## config.mk

```make
export PLATFORM = sky130hd
export DESIGN_NAME = twiddle_gen
export DESIGN_NICKNAME = d
export VERILOG_FILES = /design/src/rtl/twiddle_gen.sv
export SDC_FILE = /design/constraint.sdc
export NUM_CORES = 1
export LEC_CHECK = 0
export BUFFER_PORTS_ARGS = -buffer_cell sky130_fd_sc_hd__buf_2
export CAP_MARGIN = 10
export CORE_MARGIN = 4
export CORE_UTILIZATION = 64
export DETAILED_ROUTE_END_ITERATION = 10
export PLACE_DENSITY = 0.87
export SYNTH_ARGS = -nofsm -noshare
export SYNTH_HDL_FRONTEND = slang
export SYNTH_SLANG_ARGS = --single-unit
export TNS_END_PERCENT = 1
```

## constraint.sdc

```tcl
create_clock -name clk -period 4.4 [get_ports clk]
set_input_delay 0.44 -clock clk [delete_from_list [all_inputs] [get_ports clk]]
set_output_delay 0.44 -clock clk [all_outputs]
set_load 0.03 [all_outputs]
```

## src/rtl/twiddle_gen.sv

```systemverilog
// Twiddle-factor generator for the radix-2 pipelined FFT/IFFT.
// Produces W_N^k = cos(2*pi*k/N) - j*sin(2*pi*k/N) from a quarter-wave cosine
// table C[0..N/4] folded by symmetry. The table is read through two synchronous
// ports: port A supplies |re| and port B supplies |im|.
// Signs are applied in the last stage, and inv conjugates the output for IFFT.
// The table image is built at elaboration from the same rounding rule used to
// produce wn_quarter.hex, C[m] = round(cos(2*pi*m/N) * 2^(WIDTH-1)) saturated
// to 2^(WIDTH-1)-1, so the block needs no file at simulation or synthesis time.
// INIT_FILE is kept only so existing instantiations stay drop-in compatible.
module twiddle_gen #(
    parameter int WIDTH     = 16,
    parameter int LOGN      = 6,
    parameter int STW       = 3,
    parameter     INIT_FILE = "wn_quarter.hex"
) (
    input  logic                    clk,
    input  logic                    rst_n,
    input  logic                    ce,
    input  logic                    in_valid,
    input  logic [LOGN-2:0]         idx,
    input  logic [STW-1:0]          stage,
    input  logic                    inv,
    output logic signed [WIDTH-1:0] wn_re,
    output logic signed [WIDTH-1:0] wn_im,
    output logic                    out_valid
);

    localparam int unsigned N      = 1 << LOGN;
    localparam int unsigned Q      = N / 4;
    localparam int          KW     = LOGN - 1;
    localparam int          MAXV   = (1 << (WIDTH - 1)) - 1;
    localparam real         TWO_PI = 6.283185307179586;
    localparam logic [31:0] Q_WORD = 32'(Q);
    localparam logic [KW-1:0] Q_K  = Q_WORD[KW-1:0];

    // Quarter-wave cosine table, entry m at bits [m*WIDTH +: WIDTH].
    function automatic logic [(Q+1)*WIDTH-1:0] build_table();
        logic [(Q+1)*WIDTH-1:0] t;
        real scale;
        real v;
        int  r;
        t     = '0;
        scale = 2.0 ** (WIDTH - 1);
        for (int unsigned m = 0; m <= Q; m++) begin
            v = $cos(TWO_PI * real'(m) / real'(N)) * scale;
            r = $rtoi(v + 0.5);
            if (r > MAXV) r = MAXV;
            // cos(pi/2) is exactly zero; guard against floating residue
            if (m == Q) r = 0;
            t[m*WIDTH +: WIDTH] = r[WIDTH-1:0];
        end
        return t;
    endfunction

    localparam logic [(Q+1)*WIDTH-1:0] TABLE = build_table();

    // Stage-1 combinational fold
    logic [KW-1:0] k;
    logic [KW-1:0] fold_addr_a;
    logic [KW-1:0] fold_addr_b;
    logic          fold_neg_a;
    logic          fold_neg_b;

    // Stage 1 registers
    logic          s1_valid;
    logic [KW-1:0] s1_addr_a;
    logic [KW-1:0] s1_addr_b;
    logic          s1_neg_a;
    logic          s1_neg_b;

    // Stage 2 registers
    logic                    s2_valid;
    logic signed [WIDTH-1:0] s2_data_a;
    logic signed [WIDTH-1:0] s2_data_b;
    logic                    s2_neg_a;
    logic                    s2_neg_b;

    // Shift bits above LOGN-2 fall off, so a large stage collapses k to 0.
    assign k = idx << stage;

    // Map k onto the quarter table: first quarter direct, second quarter mirrored.
    always_comb begin
        fold_addr_a = k;
        fold_addr_b = Q_K - k;
        fold_neg_a  = 1'b0;
        fold_neg_b  = 1'b1;
        if (k > Q_K) begin
            // N/2 - k, taken modulo 2^KW where N/2 == 2^KW
            fold_addr_a = '0 - k;
            fold_addr_b = k - Q_K;
            fold_neg_a  = 1'b1;
        end
        fold_neg_b = fold_neg_b ^ inv;
    end

    // Stage 1: register folded addresses, sign flags and request strobe.
    always_ff @(posedge clk or negedge rst_n) begin
        if (!rst_n) begin
            s1_valid  <= 1'b0;
            s1_addr_a <= '0;
            s1_addr_b <= '0;
            s1_neg_a  <= 1'b0;
            s1_neg_b  <= 1'b0;
        end else if (ce) begin
            s1_valid  <= in_valid;
            s1_addr_a <= fold_addr_a;
            s1_addr_b <= fold_addr_b;
            s1_neg_a  <= fold_neg_a;
            s1_neg_b  <= fold_neg_b;
        end
    end

    // Stage 2: two synchronous table reads, flags carried alongside.
    always_ff @(posedge clk or negedge rst_n) begin
        if (!rst_n) begin
            s2_valid  <= 1'b0;
            s2_data_a <= '0;
            s2_data_b <= '0;
            s2_neg_a  <= 1'b0;
            s2_neg_b  <= 1'b0;
        end else if (ce) begin
            s2_valid  <= s1_valid;
            s2_data_a <= TABLE[int'(s1_addr_a) * WIDTH +: WIDTH];
            s2_data_b <= TABLE[int'(s1_addr_b) * WIDTH +: WIDTH];
            s2_neg_a  <= s1_neg_a;
            s2_neg_b  <= s1_neg_b;
        end
    end

    // Stage 3: apply signs; |C| <= MAX so negation never overflows.
    always_ff @(posedge clk or negedge rst_n) begin
        if (!rst_n) begin
            out_valid <= 1'b0;
            wn_re     <= '0;
            wn_im     <= '0;
        end else if (ce) begin
            out_valid <= s2_valid;
            if (s2_valid) begin
                wn_re <= s2_neg_a ? -s2_data_a : s2_data_a;
                wn_im <= s2_neg_b ? -s2_data_b : s2_data_b;
            end
        end
    end

endmodule
```

# Word-level counts from Yosys, hierarchy flattened
# Index checks and enable logic that the tools add are counted.
# op_classes
n_reduce_logical,1
n_shift,3
n_lt_le_gt_ge,1
bitwise,1
mux,5
n_addsub,5
# op_table
cell,count
$shiftx 272x10->16 const A,2
$mux 16,2
$neg 16->16,2
$mux 5,2
$gt 5x5->1 const B,1
$shl 5x3->5,1
$sub 1x5->5 const A,1
$sub 5x5->5 const A,1
$sub 5x5->5 const B,1
$reduce_and 2->1,1
$mux 1,1
$not 1->1,1
# word_totals
out_inout_bits,33
regBits,81
in_bits,13
wordCells,29

# Longest topological paths before layout
# depth
word_depth,3
depth_mapped,9
mapped_depth_nobuf,8

# Worst setup path before layout
# No wires, ideal clock.
# synth_path
path_kind,register to register
startpoint,"register, netlist name s1_addr_a[0]"
endpoint,register s2_data_b[1]
arrival_ns,1.885
setup_ns,0.079
setup_slack_ns,2.436
required_time_ns,4.321
period_less_slack_ns,1.964
n_path_buf,1
stages_incl_launch_ff,7
cell_sequence,dfrtp_1 clkbuf_1 inv_1 ha_1 or2_2 a221o_1 mux2i_1
# synth_lines
element,line,text
to (signal assigned),124,s2_data_b <= TABLE[int'(s1_addr_b) * WIDTH +: WIDTH];
to (decl),74,logic signed [WIDTH-1:0] s2_data_b;

# Worst setup path in the final report
# layout_path
startpoint,register s1_addr_a[0]
endpoint,register s2_data_a[0]
# layout_via
elab_chain_cells,1
# layout_rtl
element,line,text
from (decl),66,logic [KW-1:0] s1_addr_a;
from (signal assigned),106,s1_addr_a <= fold_addr_a;
$shiftx 272x10->16,123,s2_data_a <= TABLE[int'(s1_addr_a) * WIDTH +: WIDTH];
to (signal assigned),123,
to (decl),73,logic signed [WIDTH-1:0] s2_data_a;
# No other way between the ends.
# A chain may end at the register's enable or synchronous reset.

==> metrics.cfg <==
[floorplan]
die_area_um2=8492
io_pins=46
coreArea_um2=6832
die_x_um=92.15
floorplan.initialDensity=0.6634
die_h_um=92.15
rows=30

[cts]
clk-insertion-delay-late_ns=0.35
clock_path_buffers=2
cts-root-buf=clkbuf_8
cts_setup_buffers=0
cts_resized=0
clock-sinks=78
cts_buffers=9
tritoncts=built
htreeDepth=3
hold_buffers=0
path_clk_slew_ns=0.08

[drt]
wl_per_cell_um=15.15
wl_mm=9.652
firstDrtPassIters=6
via_count=3762
drc=0
dr.first_iter.drc_count=227
ant_nets=0
via_per_inst=5.906

[sta]
finalHoldViolCount=0
rsz0062_at_grt=false
worst_clock_skew_ns=0.008575
tightest_slew_ns=0.9543
min_period_ns=2.050
slew_headroom=0.3616
final.setup.tns_ns=0
final-setup-viol-count=0
whs_ns=0.2116
finalCritPeriodShare=0.4659
fmax_mhz=487.8
maxSlewViolCount=0

[run_status]
status=finished, final reports clean

[global_routing]
grt_max_degree=79
track_usage=0.2415
grt_pass1_wl_mm=16.56
antenna_found_initial=0
overflow=0
grt_pass1_vias=3402

[pwr]
p_switching_mw=1.065
leakage_nw=2.198
p_clk_frac=0.213
p_int_mw=1.494
power_frac_seq=0.423
ir_worst_vdd_v=0.0002552
power_mw=2.560
powerDensity_nw_per_um2=516.7
power_switching_share=0.4162
combPwrFrac=0.364

[run]
drv_cap=0

[critical_path]
crit_arrival_ns=2.33
path_cells=inv_1 -> ha_1 -> nor2_1 -> a211oi_1 -> a311o_1 -> o21ai_0
crit_fanout=16
startpoint_type=register
crit_type=register to register
required_ns=4.68
cpPeakStageDelay_ns=0.63
critPathCaptureType=register
critPathBufInv=1
cp_slowest_cell=dfrtp_1
crit_family=flip-flops

[synth]
synthCells=510
ys_types=55
synth_seq_area_share=0.4307
synth_edf_count=0
ys_ff_latch=78
syn_area_um2=4532
syn-num-nets=538
synth_top_flop_cell=dfrtp_1
synthArstFlopShare=1.000
synth_warnings=0
avgSynthCellArea_um2=8.886

[cells_and_area]
multi_input_area_um2=2302
antenna_cells=0
synthToLayoutAreaGrowth_pct=9.332
ff_latch_area_um2=1952
fill_cells=516
fin_cells=637
finalInstanceArea_um2=4955
fin_nets=564
drive_above_1_share=0.1571

[min_path]
holdCritPathClass=input pin to async pin

[placement]
port_buffers=45
gp_congestion=0.8588
hpwl_mm=6.722
placed_cell_area_um2=4756
dp_cells=621

[placed cells by master (no fill, tap or decap), types with 12 or more instances in the layout]
master   Yosys  final
nor2_1      22     22
buf_2        5     44
dfrtp_1     78     78
ha_1        15     15
nand3_1     12     12
o21ai_0     60     60
nand2_1     74     73
xnor2_1     25     25
o22ai_1     14     14
a21oi_1     22     22
inv_1       38     38
[layout make-up]
| type | count | share of cell area |
|---|---|---|
| sequential | 78 | 0.3939 |
| timing repair buffer | 46 | 0.04747 |
| clock buffer | 10 | 0.02576 |
| multi-input combinational | 362 | 0.4646 |
| inverter | 39 | 0.02955 |
| clock inverter | 6 | 0.01439 |
| tap | 96 | 0.02424 |
[through the flow]
step / utilization / setup WS (ns)
after floorplan: - / 2.436
after global placement: 0.6962 / 2.354
after detailed placement: 0.6962 / 2.263
after CTS: 0.7253 / 2.336
after global routing: 0.7253 / 2.141
final: 0.7253 / 2.350
[worst paths after layout]
kind / startpoint / end / slack [ns] / cells after the start
max in group asynchronous: rst_n / out_valid$_DFFE_PN0P_ / 3.56 / 1
min in group clk: inv / s1_neg_b$_DFFE_PN0P_ / 0.27 / 2
worst min register to register: wn_im[4]$_DFFE_PN0P_ / wn_im[4]$_DFFE_PN0P_ / 0.48 / 2
worst min-delay path: rst_n / s2_neg_b$_DFFE_PN0P_ / 0.21 / 1
worst max-delay path: s1_addr_a[0]$_DFFE_PN0P_ / s2_data_a[0]$_DFFE_PN0P_ / 2.35 / 6
worst max register to register: s1_addr_a[0]$_DFFE_PN0P_ / s2_data_a[0]$_DFFE_PN0P_ / 2.35 / 6
[registers in the layout, summed over array words and instances, names as in the netlist, 4 cells and up]
name / cells
s1_addr_a: 5
s1_addr_b: 4
s2_data_a: 15
s2_data_b: 15
wn_im: 16
wn_re: 16
[synth_stat cells (all sizes together) (2+ instances only)]
master | count | area [µm²]
nand2b | 8 | 50.05
o21bai | 2 | 15.01
nand3 | 12 | 60.06
buf | 10 | 55.05
o41ai | 2 | 32.53
nand2 | 74 | 277.8
o21a | 2 | 15.01
a211oi | 7 | 52.55
a21o | 2 | 15.01
a21boi | 3 | 22.52
a311o | 3 | 30.03
o311ai | 2 | 17.52
nand3b | 3 | 22.52
o2bb2ai | 3 | 26.28
nor3 | 4 | 25.02
dfrtp | 78 | 1952
nand4 | 4 | 25.02
o22ai | 14 | 87.58
or3 | 2 | 12.51
mux2i | 11 | 113.9
o31ai | 10 | 90.09
nor2b | 6 | 37.54
clkbuf | 21 | 78.83
inv | 38 | 142.6
o211ai | 3 | 22.52
mux2 | 7 | 78.83
a21oi | 23 | 118.9
ha | 15 | 187.7
a31oi | 6 | 37.54
nor2 | 22 | 82.58
nor4 | 4 | 52.55
xor2 | 2 | 17.52
o21ai | 67 | 339.1
xnor2 | 25 | 219.0
or2 | 4 | 25.03
o32ai | 3 | 26.28
a211o | 2 | 17.52
[kinds of logic (layout without fill, tap and decap cells)]
kind of cell | after synthesis | after routing | synth area share
adder cells (fa/ha/maj) | 15 | 15 | 0.04141
flip-flops | 78 | 78 | 0.4307
XOR/XNOR | 27 | 27 | 0.05218
multiplexers | 18 | 18 | 0.04252
AO/OA/AOI/OAI | 156 | 156 | 0.2173
buffers and inverters | 70 | 101 | 0.06184
AND/OR/NAND/NOR | 146 | 146 | 0.1541
[power by group through the flow]
stage                     registers [mW]  logic (mW)  clock network, mW
after CTS                           1.08       0.931              0.548
after detailed placement            1.09       0.923                  0
after floorplan                     1.27       0.487                  0
final                               1.08       0.931              0.545
after global placement              1.08       0.897                  0
after global routing                1.11        1.02              0.590
[layer usage]
layer,wire [µm],share of wire,up-vias,GRT usage
met5,0,0,-,0
met4,143,0.015,0,0.06807
met3,567,0.059,15,0.05250
met2,4515,0.47,132,0.3777
met1,4426,0.46,1788,0.3403
li1,-,-,1827,-
Power figures use the tool's default switching activity.
